===== src/rtl/mips_pkg.sv =====
// rtl/mips_pkg.sv - shared encodings for the multicycle MIPS control path
package mips_pkg;

   // Opcodes (instruction[31:26])
   localparam logic [5:0] OP_RTYPE = 6'b000000;
   localparam logic [5:0] OP_J     = 6'b000010;
   localparam logic [5:0] OP_BEQ   = 6'b000100;
   localparam logic [5:0] OP_ADDI  = 6'b001000;
   localparam logic [5:0] OP_LW    = 6'b100011;
   localparam logic [5:0] OP_SW    = 6'b101011;

   // R-type function codes (instruction[5:0])
   localparam logic [5:0] FN_ADD = 6'b100000;
   localparam logic [5:0] FN_SUB = 6'b100010;
   localparam logic [5:0] FN_AND = 6'b100100;
   localparam logic [5:0] FN_OR  = 6'b100101;
   localparam logic [5:0] FN_SLT = 6'b101010;

   // ALU function codes
   localparam logic [2:0] ALU_AND = 3'b000;
   localparam logic [2:0] ALU_OR  = 3'b001;
   localparam logic [2:0] ALU_ADD = 3'b010;
   localparam logic [2:0] ALU_SUB = 3'b110;
   localparam logic [2:0] ALU_SLT = 3'b111;

   // ALU operation class handed from the FSM to aludec
   typedef logic [1:0] aluop_t;
   localparam aluop_t ALUOP_ADD   = 2'b00;
   localparam aluop_t ALUOP_SUB   = 2'b01;
   localparam aluop_t ALUOP_FUNCT = 2'b10;

   // ALU B-operand select
   localparam logic [1:0] SRCB_REG   = 2'b00;
   localparam logic [1:0] SRCB_FOUR  = 2'b01;
   localparam logic [1:0] SRCB_IMM   = 2'b10;
   localparam logic [1:0] SRCB_BRIMM = 2'b11;

   // Next-PC select
   localparam logic [1:0] PC_ALURES = 2'b00;
   localparam logic [1:0] PC_ALUOUT = 2'b01;
   localparam logic [1:0] PC_JUMP   = 2'b10;

   // FSM state encoding (4-bit; codes 12..15 are unused)
   typedef logic [3:0] state_t;
   localparam state_t S_FETCH   = 4'd0;
   localparam state_t S_DECODE  = 4'd1;
   localparam state_t S_MEMADR  = 4'd2;
   localparam state_t S_MEMRD   = 4'd3;
   localparam state_t S_MEMWB   = 4'd4;
   localparam state_t S_MEMWR   = 4'd5;
   localparam state_t S_EXECUTE = 4'd6;
   localparam state_t S_ALUWB   = 4'd7;
   localparam state_t S_BRANCH  = 4'd8;
   localparam state_t S_ADDIEX  = 4'd9;
   localparam state_t S_ADDIWB  = 4'd10;
   localparam state_t S_JUMP    = 4'd11;

endpackage


===== src/rtl/aludec.sv =====
// rtl/aludec.sv - ALU function decode from aluop and R-type funct
module aludec
   import mips_pkg::*;
(
   input  logic [5:0] funct,
   input  aluop_t     aluop,
   output logic [2:0] alucontrol
);

   // Fixed add/sub for address and branch math, funct-driven for R-type
   always_comb begin
      alucontrol = ALU_ADD;
      case (aluop)
         ALUOP_ADD: alucontrol = ALU_ADD;
         ALUOP_SUB: alucontrol = ALU_SUB;
         ALUOP_FUNCT: begin
            case (funct)
               FN_ADD:  alucontrol = ALU_ADD;
               FN_SUB:  alucontrol = ALU_SUB;
               FN_AND:  alucontrol = ALU_AND;
               FN_OR:   alucontrol = ALU_OR;
               FN_SLT:  alucontrol = ALU_SLT;
               default: alucontrol = ALU_ADD;
            endcase
         end
         default: alucontrol = ALU_ADD;
      endcase
   end

endmodule


===== src/rtl/multicycle_controller.sv =====
// rtl/multicycle_controller.sv - Moore FSM sequencing the multicycle MIPS datapath
module multicycle_controller
   import mips_pkg::*;
#(
   parameter int MEM_WAIT_EN = 1
) (
   input  logic       clk,
   input  logic       reset_n,
   input  logic [5:0] op,
   input  logic [5:0] funct,
   input  logic       zero,
   input  logic       mem_ready,
   output logic       iord,
   output logic       memwrite,
   output logic       irwrite,
   output logic       regdst,
   output logic       memtoreg,
   output logic       regwrite,
   output logic       alusrca,
   output logic [1:0] alusrcb,
   output logic [1:0] pcsrc,
   output logic       pcen,
   output logic [2:0] alucontrol,
   output logic       illegal
);

   state_t state;
   state_t state_nx;
   logic   set_illegal;
   logic   mem_ok;
   aluop_t aluop;
   logic   pcwrite;
   logic   branch;
   logic   memwrite_s;
   logic   irwrite_s;
   logic   regwrite_s;

   // With waiting disabled the memory is assumed to complete every cycle
   assign mem_ok = (MEM_WAIT_EN != 0) ? mem_ready : 1'b1;

   // Next-state selection; an unknown opcode in DECODE aborts back to FETCH
   always_comb begin
      state_nx    = S_FETCH;
      set_illegal = 1'b0;
      case (state)
         S_FETCH:   state_nx = mem_ok ? S_DECODE : S_FETCH;
         S_DECODE: begin
            case (op)
               OP_LW, OP_SW: state_nx = S_MEMADR;
               OP_RTYPE:     state_nx = S_EXECUTE;
               OP_BEQ:       state_nx = S_BRANCH;
               OP_ADDI:      state_nx = S_ADDIEX;
               OP_J:         state_nx = S_JUMP;
               default: begin
                  state_nx    = S_FETCH;
                  set_illegal = 1'b1;
               end
            endcase
         end
         S_MEMADR:  state_nx = (op == OP_SW) ? S_MEMWR : S_MEMRD;
         S_MEMRD:   state_nx = mem_ok ? S_MEMWB : S_MEMRD;
         S_MEMWB:   state_nx = S_FETCH;
         S_MEMWR:   state_nx = mem_ok ? S_FETCH : S_MEMWR;
         S_EXECUTE: state_nx = S_ALUWB;
         S_ALUWB:   state_nx = S_FETCH;
         S_BRANCH:  state_nx = S_FETCH;
         S_ADDIEX:  state_nx = S_ADDIWB;
         S_ADDIWB:  state_nx = S_FETCH;
         S_JUMP:    state_nx = S_FETCH;
         default:   state_nx = S_FETCH;
      endcase
   end

   // State register
   always_ff @(posedge clk or negedge reset_n) begin
      if (!reset_n) state <= S_FETCH;
      else          state <= state_nx;
   end

   // Sticky illegal-opcode flag, cleared only by reset
   always_ff @(posedge clk or negedge reset_n) begin
      if (!reset_n)         illegal <= 1'b0;
      else if (set_illegal) illegal <= 1'b1;
   end

   // Moore output decode; FETCH strobes additionally follow memory completion
   always_comb begin
      iord       = 1'b0;
      memwrite_s = 1'b0;
      irwrite_s  = 1'b0;
      regdst     = 1'b0;
      memtoreg   = 1'b0;
      regwrite_s = 1'b0;
      alusrca    = 1'b0;
      alusrcb    = SRCB_REG;
      pcsrc      = PC_ALURES;
      aluop      = ALUOP_ADD;
      pcwrite    = 1'b0;
      branch     = 1'b0;
      case (state)
         S_FETCH: begin
            alusrcb   = SRCB_FOUR;
            irwrite_s = mem_ok;
            pcwrite   = mem_ok;
         end
         S_DECODE:  alusrcb = SRCB_BRIMM;
         S_MEMADR: begin
            alusrca = 1'b1;
            alusrcb = SRCB_IMM;
         end
         S_MEMRD:   iord = 1'b1;
         S_MEMWB: begin
            memtoreg   = 1'b1;
            regwrite_s = 1'b1;
         end
         S_MEMWR: begin
            iord       = 1'b1;
            memwrite_s = 1'b1;
         end
         S_EXECUTE: begin
            alusrca = 1'b1;
            aluop   = ALUOP_FUNCT;
         end
         S_ALUWB: begin
            regdst     = 1'b1;
            regwrite_s = 1'b1;
         end
         S_BRANCH: begin
            alusrca = 1'b1;
            aluop   = ALUOP_SUB;
            pcsrc   = PC_ALUOUT;
            branch  = 1'b1;
         end
         S_ADDIEX: begin
            alusrca = 1'b1;
            alusrcb = SRCB_IMM;
         end
         S_ADDIWB:  regwrite_s = 1'b1;
         S_JUMP: begin
            pcsrc   = PC_JUMP;
            pcwrite = 1'b1;
         end
         default: ;
      endcase
   end

   // Write strobes are masked while reset is held so nothing commits mid-reset
   assign memwrite = memwrite_s & reset_n;
   assign irwrite  = irwrite_s & reset_n;
   assign regwrite = regwrite_s & reset_n;
   assign pcen     = (pcwrite | (branch & zero)) & reset_n;

   aludec u_aludec (
      .funct      (funct),
      .aluop      (aluop),
      .alucontrol (alucontrol)
   );

endmodule


===== config.mk =====
export PLATFORM = sky130hd
export DESIGN_NAME = multicycle_controller
export DESIGN_NICKNAME = d
export VERILOG_FILES = /design/src/rtl/mips_pkg.sv /design/src/rtl/aludec.sv /design/src/rtl/multicycle_controller.sv
export SDC_FILE = /design/constraint.sdc
export NUM_CORES = 1
export LEC_CHECK = 0
export CAP_MARGIN = 40
export CORE_MARGIN = 10
export CORE_UTILIZATION = 42
export CTS_BUF_LIST = sky130_fd_sc_hd__clkbuf_2
export CTS_CLUSTER_DIAMETER = 80
export DETAILED_ROUTE_END_ITERATION = 8
export PLACE_DENSITY = 0.82
export SETUP_SLACK_MARGIN = 0.05
export SYNTH_ARGS = -nofsm -noshare
export SYNTH_HDL_FRONTEND = slang
export SYNTH_HIERARCHICAL = 1
export SYNTH_SLANG_ARGS = --single-unit

===== constraint.sdc =====
create_clock -name clk -period 2.91 [get_ports clk]
set_clock_uncertainty 0.2 [all_clocks]
set_input_delay 0.873 -clock clk [delete_from_list [all_inputs] [get_ports clk]]
set_output_delay 0.873 -clock clk [all_outputs]
set_load 0.1 [all_outputs]

==> results of run 1 <==
## synth_stat cells (all sizes together) (2+ instances only)
library cell | count | share of area [%]
buf | 5 | 5.9
o21ai | 6 | 4.4
nor2b | 2 | 2.2
nor3b | 2 | 2.2
nor3 | 14 | 10
o211ai | 2 | 2.9
nor2 | 5 | 2.8
a21oi | 4 | 2.9
nand4bb | 3 | 5.7
mux2i | 2 | 2.9
and3 | 3 | 2.9
ha | 2 | 3.7
nor4b | 3 | 4.8
a211oi | 2 | 2.2
a31oi | 2 | 1.8
inv | 6 | 3.3
dfrtp | 5 | 18
nor4 | 2 | 1.8
xnor2 | 2 | 2.6
nand2b | 4 | 3.7
a221o | 2 | 2.9
## stage by stage
| step | hold WS (ns) | util [%] | setup TNS [ns] | instance area (sq um) |
|---|---|---|---|---|
| after floorplan | 0.377 | - | -1.07 | 863 |
| after global placement | 0.256 | 90.6 | -1.16 | 1380 |
| after detailed placement | 0.261 | 90.6 | -1.40 | 1380 |
## cells by family after synthesis
logic type                 after synthesis  synth area share [%]
muxes                                    3                  4.60
adders and majority gates                2                  3.68
and+or+nand+nor                         43                  40.8
xor gates and xnor gates                 3                  3.86
AOI/OAI and AO/OA                       20                  19.5
DFF                                      5                  18.4
buffers and inverters                   11                  9.19
==> summary.txt, run 1 <==
Place
  – Dpl hpwl: 2220 um
  – Post-Place Cells: 141
  – Gpl congestion: 0.886
  – Pre-CTS setup slack: -0.361 ns
  – PortBufs: 31

Floorplanning
  – Die Y: 60.3 um
  – Die X-Extent: 60.3 um
  – Starting Density: 44.7%
  – IO Pins: 32
  – Std-Cell Rows: 14

Synth
  – Synth Flop Type: dfrtp_1
  – EDFF count, synth: 0
  – Post-synthesis average cell area: 7.82 sq um
  – Number of synthesized register bits: 5
  – Syn Inst Count: 87
  – Syn Nets: 105
  – Post-Syn Area: 681 sq um
  – Register area share after synthesis: 18.4%
  – Ys Warns: 6
  – Distinct cells, synth: 37
  – Ys async rst share: 100%

Clocking
  – Hold-fix buffers, CTS: 0
  – Count of cells resized by post-cts repair: 27
  – # H-tree levels: 1
  – Total clock sinks: 5
  – Clock buffer depth: 2
  – Root buf cell: clkbuf_2
  – Post-CTS Setup Bufs: 5
  – CTS Buf Count: 3

Outcome
  – Status: did not finish
  – Halt Stage: clock tree synthesis (4_1_cts)
  – Err: [ERROR DPL-0033] detailed placement checks failed during check placement.
==> run 2, diff against run 1 <==
--- a/config.mk
+++ b/config.mk
@@ -6,13 +6,10 @@
 export NUM_CORES = 1
 export LEC_CHECK = 0
 export CAP_MARGIN = 40
-export CORE_MARGIN = 10
-export CORE_UTILIZATION = 42
-export CTS_BUF_LIST = sky130_fd_sc_hd__clkbuf_2
-export CTS_CLUSTER_DIAMETER = 80
+export CORE_AREA = 10 10 71 73
 export DETAILED_ROUTE_END_ITERATION = 8
-export PLACE_DENSITY = 0.82
-export SETUP_SLACK_MARGIN = 0.05
+export DIE_AREA = 0 0 81 83
+export PLACE_DENSITY_LB_ADDON = 0.15
 export SYNTH_ARGS = -nofsm -noshare
 export SYNTH_HDL_FRONTEND = slang
 export SYNTH_HIERARCHICAL = 1
==> run 2 against run 1 <==
The flow now finishes, with violations (setup timing). Synthesized cell count unchanged. Synthesized area did not move.
==> summary.txt, run 2 <==
Synth
  – Synth cell count leaders: 14 x nor3_1, 6 x inv_1, 6 x o21ai_0
  – Distinct cells, synth: 37 (unchanged)
  – Syn Inst Count: 87 (unchanged)
  – Ys Warns: 6 (unchanged)
  – Synth area leader: dfrtp_1
  – Post-synthesis average cell area: 7.82 sq um (unchanged)
  – EDFF count, synth: 0 (unchanged)
  – Number of synthesized register bits: 5 (unchanged)
  – Ys async rst share: 100% (unchanged)
  – Synth Flop Type: dfrtp_1
  – Syn Nets: 105 (unchanged)
  – Yosys top cell area share: 18.4% (unchanged)
  – Register area share after synthesis: 18.4% (unchanged)
  – Post-Syn Area: 681 sq um (unchanged)
  – Area contributors post-synth: dfrtp_1 18%, nor3_1 10%, o21ai_0 4.4%
  – Count leader, synth: nor3_1

Place
  – Dpl hpwl: 2120 um (-4.3%)
  – Pre-CTS setup slack: -0.329 ns (+0.0317 ns)
  – PortBufs: 31 (unchanged)
  – Gpl congestion: 0.734 (-17%)
  – Placed Instance Area: 1420 sq um (+3.1%)

Floorplanning
  – Die ar.: 6720 sq um
  – IO Pins: 32 (unchanged)
  – Starting Density: 18.7% (-26 points)
  – Std-Cell Rows: 22 (+8)
  – Core ar.: 3630 sq um
  – Die X-Extent: 81 um (+34%)
  – Die Y: 83 um (+38%)

Worst setup path
  – Crit end category: primary output
  – Crit path max fanout: 2
  – Worst R2R Start: state[3]
  – R2R Setup Slk: 1.09 ns
  – Crit. path cell count: 5
  – Crit path capture: alucontrol[0]
  – Critical-path cell list: dlygate4sd2_1 > buf_4 > nand4bb_4 > a21oi_4 > buf_12
  – Worst EP arrival: 1.86 ns
  – Slowest stage delay, CP: 0.25 ns
  – Reg2reg end: state[1]
  – Crit-path leading delay family: buffers and inverters
  – Crit path max-delay cell type: dlygate4sd2_1
  – Critical Path Source: funct[0]
  – Startpoint Class: primary input
  – CP required: 1.84 ns
  – R2R depth: 6
  – Kind of critical path: primary input to primary output
  – WP buf/inv: 3

Final layout
  – Number of flip-flops in the largest register: 4
  – Largest Register: state
  – Most common cell after layout, fill and taps aside: buf_4
  – Fraction of layout cells with a size suffix above 1: 57.2%
  – Largest regs: state: 4 flops, illegal: 1 flops
  – Final #Nets: 157
  – Post-route cell area: 1560 sq um
  – Highest-count cells in the layout ignoring fill and taps: 21 x buf_4, 15 x buf_12, 6 x nor3_1, 6 x clkdlybuf4s50_1, 5 x o21ai_0
  – Inserted Diodes: 0
  – Filler cells: 382
  – Area grow syn2layout: 128%

Routing
  – Routed wire per std cell: 14.0 um
  – 1st-iter DRT viols: 19
  – DRT Wirelength: 2610 um
  – DR vias: 854
  – DRC Markers: 0
  – Drt via density: 4.59
  – Routed Antenna Nets: 0
  – Number of detailed-route iterations in the first pass: 3

Power
  – Combinational power share: 80.2%
  – Peak VDD IR: 374 uV
  – Switching Fraction: 55.4%
  – Sequential power share: 9.9%
  – Total power: 1.30 mW
  – Clock power frac: 9.9%
  – P_int: 580 uW
  – Pwr/cell area: 837 nW/um^2
  – Switching pwr: 721 uW
  – Leakage: 0.586 nW

STA
  – Max frequency: 0.340 GHz
  – Slew headroom: 74.2%
  – PnR worst setup slack: -0.0280 ns
  – Slew @ Worst Pin: 0.383 ns
  – # setup viols final: 2
  – Fin crit period: 2.94 ns
  – Slew Viols, Final: 0
  – Final hold vios: 0
  – RSZ-0062 raised after global routing: yes
  – Fin crit share: 101%

Global route
  – Number of global-route vias before repair: 897
  – First-pass GRT wire length: 4070 um
  – Routing usage on met1: 8.26%
  – GR Util met2: 12.2%
  – Most Used Layer, Global Route: met2
  – Gr ovfl total: 0
  – Global router's overall resource usage: 7.32%
  – Largest net degree at the start of global routing: 14
  – Met3 Track Usage GR: 3.13%
  – Initial antenna violation count: 0

Outcome
  – Status: finished, violations left
  – Failing checks: setup timing

Clocking
  – Root buf cell: clkbuf_8
  – CTS Buf Count: 3 (unchanged)
  – Hold-fix buffers, CTS: 0 (unchanged)
  – CTS tree: built
  – Clk_lat worst skew: 0.22 ns
  – Clock buffer depth: 2 (unchanged)
  – Total clock sinks: 5 (unchanged)
  – Clk slew on worst S/H paths: 0.04 ns
  – # H-tree levels: 1 (unchanged)

Job
  – Max-cap check violation count: 0

Hold path
  – Hold Crit Class: register to register
  – Hold path cells: 1
## run 2: cell counts after synthesis
No cell type changed its count.
## run 2: worst min path at each step
stage,from,to,slack (ns)
floorplan,reset_n,illegal,0.38
global placement,illegal,illegal,0.27
detailed placement,illegal,illegal,0.29
CTS,illegal,illegal,0.30
global route,illegal,illegal,0.30
finish,illegal,illegal,0.29
## run 2: power by group through the flow
stage	combinational (mW)	clock, mW	sequential [mW]
finish	1.04	0.129	0.129
global route	1.09	0.139	0.134
CTS	1.05	0.132	0.129
detailed placement	1.01	0	0.134
global placement	1.01	0	0.132
floorplan	0.707	0	0.114
## run 2: cell type report
class	instances	area [sq um]	share of cell area, %
inverter	6	22.5	1.45
timing repair buffer	52	594	38.2
clock buffer	4	45.0	2.90
multi-input combinational	71	704	45.3
sequential	5	129	8.29
tap	48	60.1	3.86
## run 2: kinds of logic after synthesis
group | Yosys count | synth area share [%]
and+or+nand+nor | 43 | 40.8
buffers and inverters | 11 | 9.19
adders and majority gates | 2 | 3.68
muxes | 3 | 4.60
AOI/OAI and AO/OA | 20 | 19.5
xor gates and xnor gates | 3 | 3.86
DFF | 5 | 18.4
## run 2: per-stage QoR
stage,setup TNS [ns],hold slack [ns],instances,util (%)
floorplan,-1.06,0.377,87,-
global placement,-1.37,0.271,174,39.2
detailed placement,-1.43,0.287,174,39.2
CTS,-0.126,0.298,185,42.7
global route,-0.195,0.305,186,42.8
finish,-0.0483,0.287,186,42.8
## run 2: repair_timing
action / 4_1_cts / 5_1_grt
buffers inserted: 7 / 1
setup endpoints to repair: 7 / 4
resized for setup: 28 / 5
pin swaps: 10 / 5
## run 2: metal layers
metal | part of all wire (%) | vias up
met5 | 0 | -
met4 | 0.54 | 0
met3 | 7.7 | 2
met2 | 51 | 25
met1 | 41 | 397
li1 | - | 430
No activity file was read; power rests on OpenSTA's default activity.
